**src/rtl/count_done_monitor.sv**
```systemverilog
// count_done_monitor
//   Downstream monitor for a selector-gated 8-bit up-counter (x, y, size).
//   Each cycle it samples x/y/size, counts the increment steps the counter
//   takes, detects the terminal condition x > size and presents a single
//   completion record on a valid/ready port.  In parallel it checks the
//   counter's invariants and raises a sticky error flag on any violation.
//
//   Optional feature (macro STALL_WDOG_EN): a stall watchdog that sets a
//   sticky stall_flag after STALL_LIMIT consecutive idle cycles in RUN.
//   Without the macro no watchdog logic is built and stall_flag is tied 0.
//
// Ports
//   clk          rising-edge clock
//   rst          synchronous reset, active high
//   selector_in  selector driven into the counter
//   x_in         counter x
//   y_in         counter y
//   size_in      counter size bound
//   done_valid   completion record valid
//   done_ready   consumer accepts the record
//   done_cycles  number of increment steps seen (saturating)
//   done_y       y at the terminal sample
//   inv_err      sticky invariant violation
//   stall_flag   sticky watchdog flag
//   state_o      FSM state: 0 IDLE, 1 RUN, 2 REPORT, 3 HALT
//
// Handshake: the record transfers on a rising edge where done_valid and
// done_ready are both 1.  Once done_valid is raised it stays 1, with
// done_cycles/done_y stable, until that transfer; done_valid does not
// depend combinationally on done_ready.
module count_done_monitor #(
   parameter int DATA_W      = 8,
   parameter int CNT_W       = 16,
   parameter int STALL_LIMIT = 1024
) (
   input  logic              clk,
   input  logic              rst,
   input  logic              selector_in,
   input  logic [DATA_W-1:0] x_in,
   input  logic [DATA_W-1:0] y_in,
   input  logic [DATA_W-1:0] size_in,
   output logic              done_valid,
   input  logic              done_ready,
   output logic [CNT_W-1:0]  done_cycles,
   output logic [DATA_W-1:0] done_y,
   output logic              inv_err,
   output logic              stall_flag,
   output logic [1:0]        state_o
);

   typedef enum logic [1:0] {
      ST_IDLE   = 2'd0,
      ST_RUN    = 2'd1,
      ST_REPORT = 2'd2,
      ST_HALT   = 2'd3
   } state_t;

   state_t              state_q, state_d;
   logic [CNT_W-1:0]    step_cnt_q, step_cnt_d;
   logic [CNT_W-1:0]    done_cycles_q, done_cycles_d;
   logic [DATA_W-1:0]   done_y_q, done_y_d;
   logic                inv_err_q;

   logic [DATA_W-1:0]   prev_x_q;
   logic [DATA_W-1:0]   prev_size_q;
   logic                prev_step_q;
   logic                prev_vld_q;

   logic                step;
   logic                term;
   logic [CNT_W-1:0]    step_cnt_inc;
   logic [DATA_W-1:0]   y_plus1;
   logic [DATA_W-1:0]   x_pred;
   logic                inv_fail;

   // step and term are mutually exclusive: step needs x <= size.
   assign step = selector_in && (x_in <= size_in);
   assign term = (x_in > size_in);

   assign step_cnt_inc = (step_cnt_q == {CNT_W{1'b1}}) ? step_cnt_q
                                                       : step_cnt_q + 1'b1;

   // Invariants: y trails x by one; size never changes; x advances exactly
   // by the previous cycle's step (wrapping at DATA_W bits).
   assign y_plus1  = y_in + 1'b1;
   assign x_pred   = prev_x_q + DATA_W'(prev_step_q);
   assign inv_fail = (x_in != y_plus1) ||
                     (prev_vld_q && ((size_in != prev_size_q) || (x_in != x_pred)));

   // Next-state / datapath logic
   always_comb begin
      state_d       = state_q;
      step_cnt_d    = step_cnt_q;
      done_cycles_d = done_cycles_q;
      done_y_d      = done_y_q;
      case (state_q)
         ST_IDLE: begin
            if (term) begin
               state_d       = ST_REPORT;
               done_cycles_d = step_cnt_q;
               done_y_d      = y_in;
            end else if (step) begin
               state_d    = ST_RUN;
               step_cnt_d = step_cnt_inc;
            end
         end
         ST_RUN: begin
            if (term) begin
               state_d       = ST_REPORT;
               done_cycles_d = step_cnt_q;
               done_y_d      = y_in;
            end else if (step) begin
               step_cnt_d = step_cnt_inc;
            end
         end
         ST_REPORT: begin
            if (done_ready) begin
               state_d = ST_HALT;
            end
         end
         ST_HALT: begin
            state_d = ST_HALT;
         end
         default: begin
            state_d = ST_IDLE;
         end
      endcase
   end

   always_ff @(posedge clk) begin
      if (rst) begin
         state_q       <= ST_IDLE;
         step_cnt_q    <= '0;
         done_cycles_q <= '0;
         done_y_q      <= '0;
         inv_err_q     <= 1'b0;
         prev_x_q      <= '0;
         prev_size_q   <= '0;
         prev_step_q   <= 1'b0;
         prev_vld_q    <= 1'b0;
      end else begin
         state_q       <= state_d;
         step_cnt_q    <= step_cnt_d;
         done_cycles_q <= done_cycles_d;
         done_y_q      <= done_y_d;
         if (inv_fail) begin
            inv_err_q <= 1'b1;
         end
         prev_x_q      <= x_in;
         prev_size_q   <= size_in;
         prev_step_q   <= step;
         prev_vld_q    <= 1'b1;
      end
   end

`ifdef STALL_WDOG_EN
   localparam int IDLE_W = $clog2(STALL_LIMIT + 1);

   logic [IDLE_W-1:0] idle_cnt_q;
   logic              stall_q;

   // Counts consecutive selector-low cycles while in RUN; the flag is set
   // on the edge that samples the STALL_LIMIT-th idle cycle.
   always_ff @(posedge clk) begin
      if (rst) begin
         idle_cnt_q <= '0;
         stall_q    <= 1'b0;
      end else if (state_q != ST_RUN) begin
         idle_cnt_q <= '0;
      end else if (selector_in) begin
         idle_cnt_q <= '0;
      end else if (idle_cnt_q >= IDLE_W'(STALL_LIMIT - 1)) begin
         idle_cnt_q <= IDLE_W'(STALL_LIMIT - 1);
         stall_q    <= 1'b1;
      end else begin
         idle_cnt_q <= idle_cnt_q + 1'b1;
      end
   end

   assign stall_flag = stall_q;
`else
   assign stall_flag = 1'b0;
`endif

   assign done_valid  = (state_q == ST_REPORT);
   assign done_cycles = done_cycles_q;
   assign done_y      = done_y_q;
   assign inv_err     = inv_err_q;
   assign state_o     = state_q;

endmodule

```
**config.mk**
```make
export PLATFORM = sky130hd
export DESIGN_NAME = count_done_monitor
export DESIGN_NICKNAME = d
export VERILOG_FILES = /design/src/rtl/count_done_monitor.sv
export SDC_FILE = /design/constraint.sdc
export NUM_CORES = 1
export LEC_CHECK = 0
export CAP_MARGIN = 20
export CORE_ASPECT_RATIO = 0.7
export CORE_MARGIN = 2
export CORE_UTILIZATION = 52
export DETAILED_ROUTE_END_ITERATION = 16
export PLACE_DENSITY = 0.8
export SLEW_MARGIN = 10
export SYNTH_ARGS = -nofsm -noshare
export SYNTH_HDL_FRONTEND = slang
export SYNTH_SLANG_ARGS = --single-unit
export TNS_END_PERCENT = 10
```
**constraint.sdc**
```tcl
create_clock -name clk -period 3.25 [get_ports clk]
set_clock_uncertainty 0.2 [all_clocks]
set_input_delay 0.4875 -clock clk [delete_from_list [all_inputs] [get_ports clk]]
set_output_delay 0.4875 -clock clk [all_outputs]
set_load 0.05 [all_outputs]
```
==> results of run 1 <==
[worst max-delay path by stage]
stage | start | cells after the start | to | slack (ns)
CTS | size_in[1] | 9 | step_cnt_q[5] | 0.41
floorplan | size_in[1] | 9 | step_cnt_q[5] | 0.79
global route | size_in[7] | 9 | step_cnt_q[0] | 0.22
finish | size_in[1] | 9 | step_cnt_q[5] | 0.38
detailed placement | size_in[1] | 9 | step_cnt_q[5] | 0.06
global placement | size_in[1] | 10 | step_cnt_q[9] | 0.12
[per-layer routing]
metal  vias up  share of wire  track usage  routed length, um
li1       1292              -            -                  -
met1      1250           0.48        0.339               3580
met2       105           0.44        0.392               3300
met3        10          0.065       0.0837                484
met4         0          0.011       0.0598                 85
met5         -              0            0                  0
[layout make-up]
class,count,area [sq um]
clock buffers,9,124
inverters,11,41.3
well taps,75,93.8
multi-input cells,245,1670
flip-flops and latches,61,1220
clock inverters,7,138
fillers,449,1700
repair buffers,67,648
[tightest hold or removal path, stage by stage, from the launching register on]
cell     delay, ns
dfxtp_1       0.33
mux2i_1       0.07
nor2_1        0.08
[stage by stage]
stage / area, sq um / util / hold slack, ns
5_1_grt: 3940 / 0.698 / 0.327
2_1_floorplan: 2990 / - / 0.264
3_5_place_dp: 3670 / 0.652 / 0.287
4_1_cts: 3940 / 0.698 / 0.303
6_report: 3940 / 0.698 / 0.301
3_3_place_gp: 3670 / 0.652 / 0.275
[sequential cells by signal, summed over array words and instances, names as in the netlist]
| signal | cells |
|---|---|
| done_cycles | 16 |
| done_y | 8 |
| inv_err | 1 |
| prev_size_q | 8 |
| prev_step_q | 1 |
| prev_vld_q | 1 |
| prev_x_q | 8 |
| state_o | 2 |
| step_cnt_q | 16 |
[cell usage after synthesis, types with 3 or more instances]
master,instances,area [sq um]
nor2_1,48,180
buf_4,3,22.5
inv_1,11,41.3
a21oi_1,16,80.1
xnor2_1,23,201
nand3_1,15,75.1
mux2_2,3,33.8
o31ai_1,3,22.5
or4_1,4,30.0
o21ai_0,15,75.1
nor3_1,3,15.0
clkbuf_1,6,22.5
mux2i_1,24,240
xor2_1,5,43.8
nand4_1,9,56.3
nand2_1,11,41.3
or3_1,6,37.5
and3_1,5,31.3
dfxtp_1,61,1220
ha_1,12,150
nor2b_1,12,75.1
[power breakdown]
group          switching, W  internal [W]  leakage [nW]  total [W]
combinational      0.000193      0.000148         0.959   0.000341
sequential        0.0000177      0.000774         0.499   0.000792
clock              0.000303      0.000584         0.129   0.000887
total              0.000515       0.00151          1.59    0.00202
[cells by family (layout without fill, tap and decap cells)]
logic type | Yosys count | count (layout) | share of synthesized area
AOI/OAI and AO/OA | 47 | 47 | 0.0995
xor gates and xnor gates | 28 | 28 | 0.0820
adders and majority gates | 12 | 12 | 0.0502
buffers and inverters | 24 | 94 | 0.0372
DFF | 61 | 61 | 0.408
muxes | 27 | 27 | 0.0916
other | 1 | 1 | 0.00125
and+or+nand+nor | 130 | 130 | 0.230
==> results.sh, run 1 <==
export IMPL_root_buffer="clkbuf_8"
export IMPL_grt_max_degree=34
export IMPL_routed_wl_um=7450
export IMPL_cts_max_path_buffers=2
export IMPL_netlist_cell_type_count=47
export IMPL_cts_resized=0
export IMPL_ios=57
export IMPL_antenna_cells=0
export IMPL_ant_nets=0
export IMPL_grt_overflow_total=0
export IMPL_worst_hold_path_endpoint="done_cycles[11]"
export IMPL_clock_sinks=61
export IMPL_synth_nets=370
export IMPL_crit_slowest_cell="clkdlybuf4s50_1"
export IMPL_synthCells=330
export IMPL_period_share=0.882
export IMPL_synthArstFlopShare=0
export IMPL_htreeDepth=3
export IMPL_die_x_um=94.7
export IMPL_ys_ff_latch=61
export IMPL_grt_pass1_vias=2506
export IMPL_worstReg2RegStart="step_cnt_q[0]"
export IMPL_power_w=0.00202
export IMPL_synth_area_per_cell_sq_um=9.07
export IMPL_leakage_nw=1.59
export IMPL_rsz0062_at_grt="no"
export IMPL_initial_core_util=0.530
export IMPL_via_count=2657
export IMPL_ys_seq_area_frac=0.408
export IMPL_layout_common_cells="61 x dfxtp_1, 54 x clkdlybuf4s50_1, 48 x nor2_1, 24 x mux2i_1, 23 x xnor2_1"
export IMPL_numCtsBuffers=9
export IMPL_final_common_cell="dfxtp_1"
export IMPL_report_final_slew_viol_count=0
export IMPL_final_cells=475
export IMPL_crit_family="compound AO/OA/AOI/OAI gates"
export IMPL_syn_to_final_growth_pct=31.6
export IMPL_hpwl_um=5370
export IMPL_coreArea_sq_um=5640
export IMPL_path_clk_slew_ns=0.07
export IMPL_postCtsHoldBufs=0
export IMPL_via_per_inst=5.59
export IMPL_die_area_sq_um=6390
export IMPL_clock_latency_ns=0.34
export IMPL_first_iter_violations=179
export IMPL_ir_drop_v=0.000354
export IMPL_placement_rows=23
export IMPL_status="completed"
export IMPL_required_ns=3.28
export IMPL_track_usage=0.251
export IMPL_critPathMaxFanout=18
export IMPL_r2r_slack_ns=0.97
export IMPL_slew_headroom=0.597
export IMPL_hold_depth=2
export IMPL_min_period_ns=2.87
export IMPL_worstRegToRegCells=6
export IMPL_path_buf_inv=2
export IMPL_grt_pass1_wl_um=12100
export IMPL_synth_edf_count=0
export IMPL_path_class="primary input to register"
export IMPL_gp_congestion=0.855
export IMPL_start_kind="primary input"
export IMPL_wl_per_cell_um=15.7
export IMPL_cts_tree="yes"
export IMPL_ys_warn_count=0
export IMPL_place_inst=459
export IMPL_timing_rr_end="step_cnt_q[10]"
export IMPL_worst_slew_pin_slew_ns=0.604
export IMPL_syn_cell_area_sq_um=2990
export IMPL_slowest_delay_ns=0.50
export IMPL_drt_pass1_iter_count=5
export IMPL_cap_violations=0
export IMPL_tns_ns=0
export IMPL_cp_cell_sequence="clkdlybuf4s50_1 > inv_1 > ha_1 > nor2b_4 > o211ai_2 > a21oi_2 > o22a_1 > nor4_1 > mux2_2"
export IMPL_setup_ws_ns=0.383
export IMPL_ys_flop_type="dfxtp_1"
export IMPL_cts_setup_buffers=0
export IMPL_antenna_found_initial=0
export IMPL_final_hold_violation_count=0
export IMPL_pre_cts_ws_ns=0.0615
export IMPL_powerDensity_nw_per_um2=513
export IMPL_clock_fmax_mhz=349
export IMPL_hold_path_startpoint="done_cycles[11]"
export IMPL_drc_errors=0
export IMPL_hp_class="register to register"
export IMPL_cp_end_kind="register"
export IMPL_port_buffers=55
export IMPL_drive_above_1_share=0.100
export IMPL_nets=435
export IMPL_arrival_ns=2.90
export IMPL_finalSetupViolCount=0
export IMPL_die_h_um=67.5
No activity file was read; power rests on OpenSTA's default activity.
==> run 2: changes to the inputs <==
--- a/config.mk
+++ b/config.mk
@@ -5,6 +5,7 @@
 export SDC_FILE = /design/constraint.sdc
 export NUM_CORES = 1
 export LEC_CHECK = 0
+export ABC_CLOCK_PERIOD_IN_PS = 3250
 export CAP_MARGIN = 20
 export CORE_ASPECT_RATIO = 0.7
 export CORE_MARGIN = 2
==> results of run 2 <==
No change in the layout: final DEF, timing and power equal those of run 1.
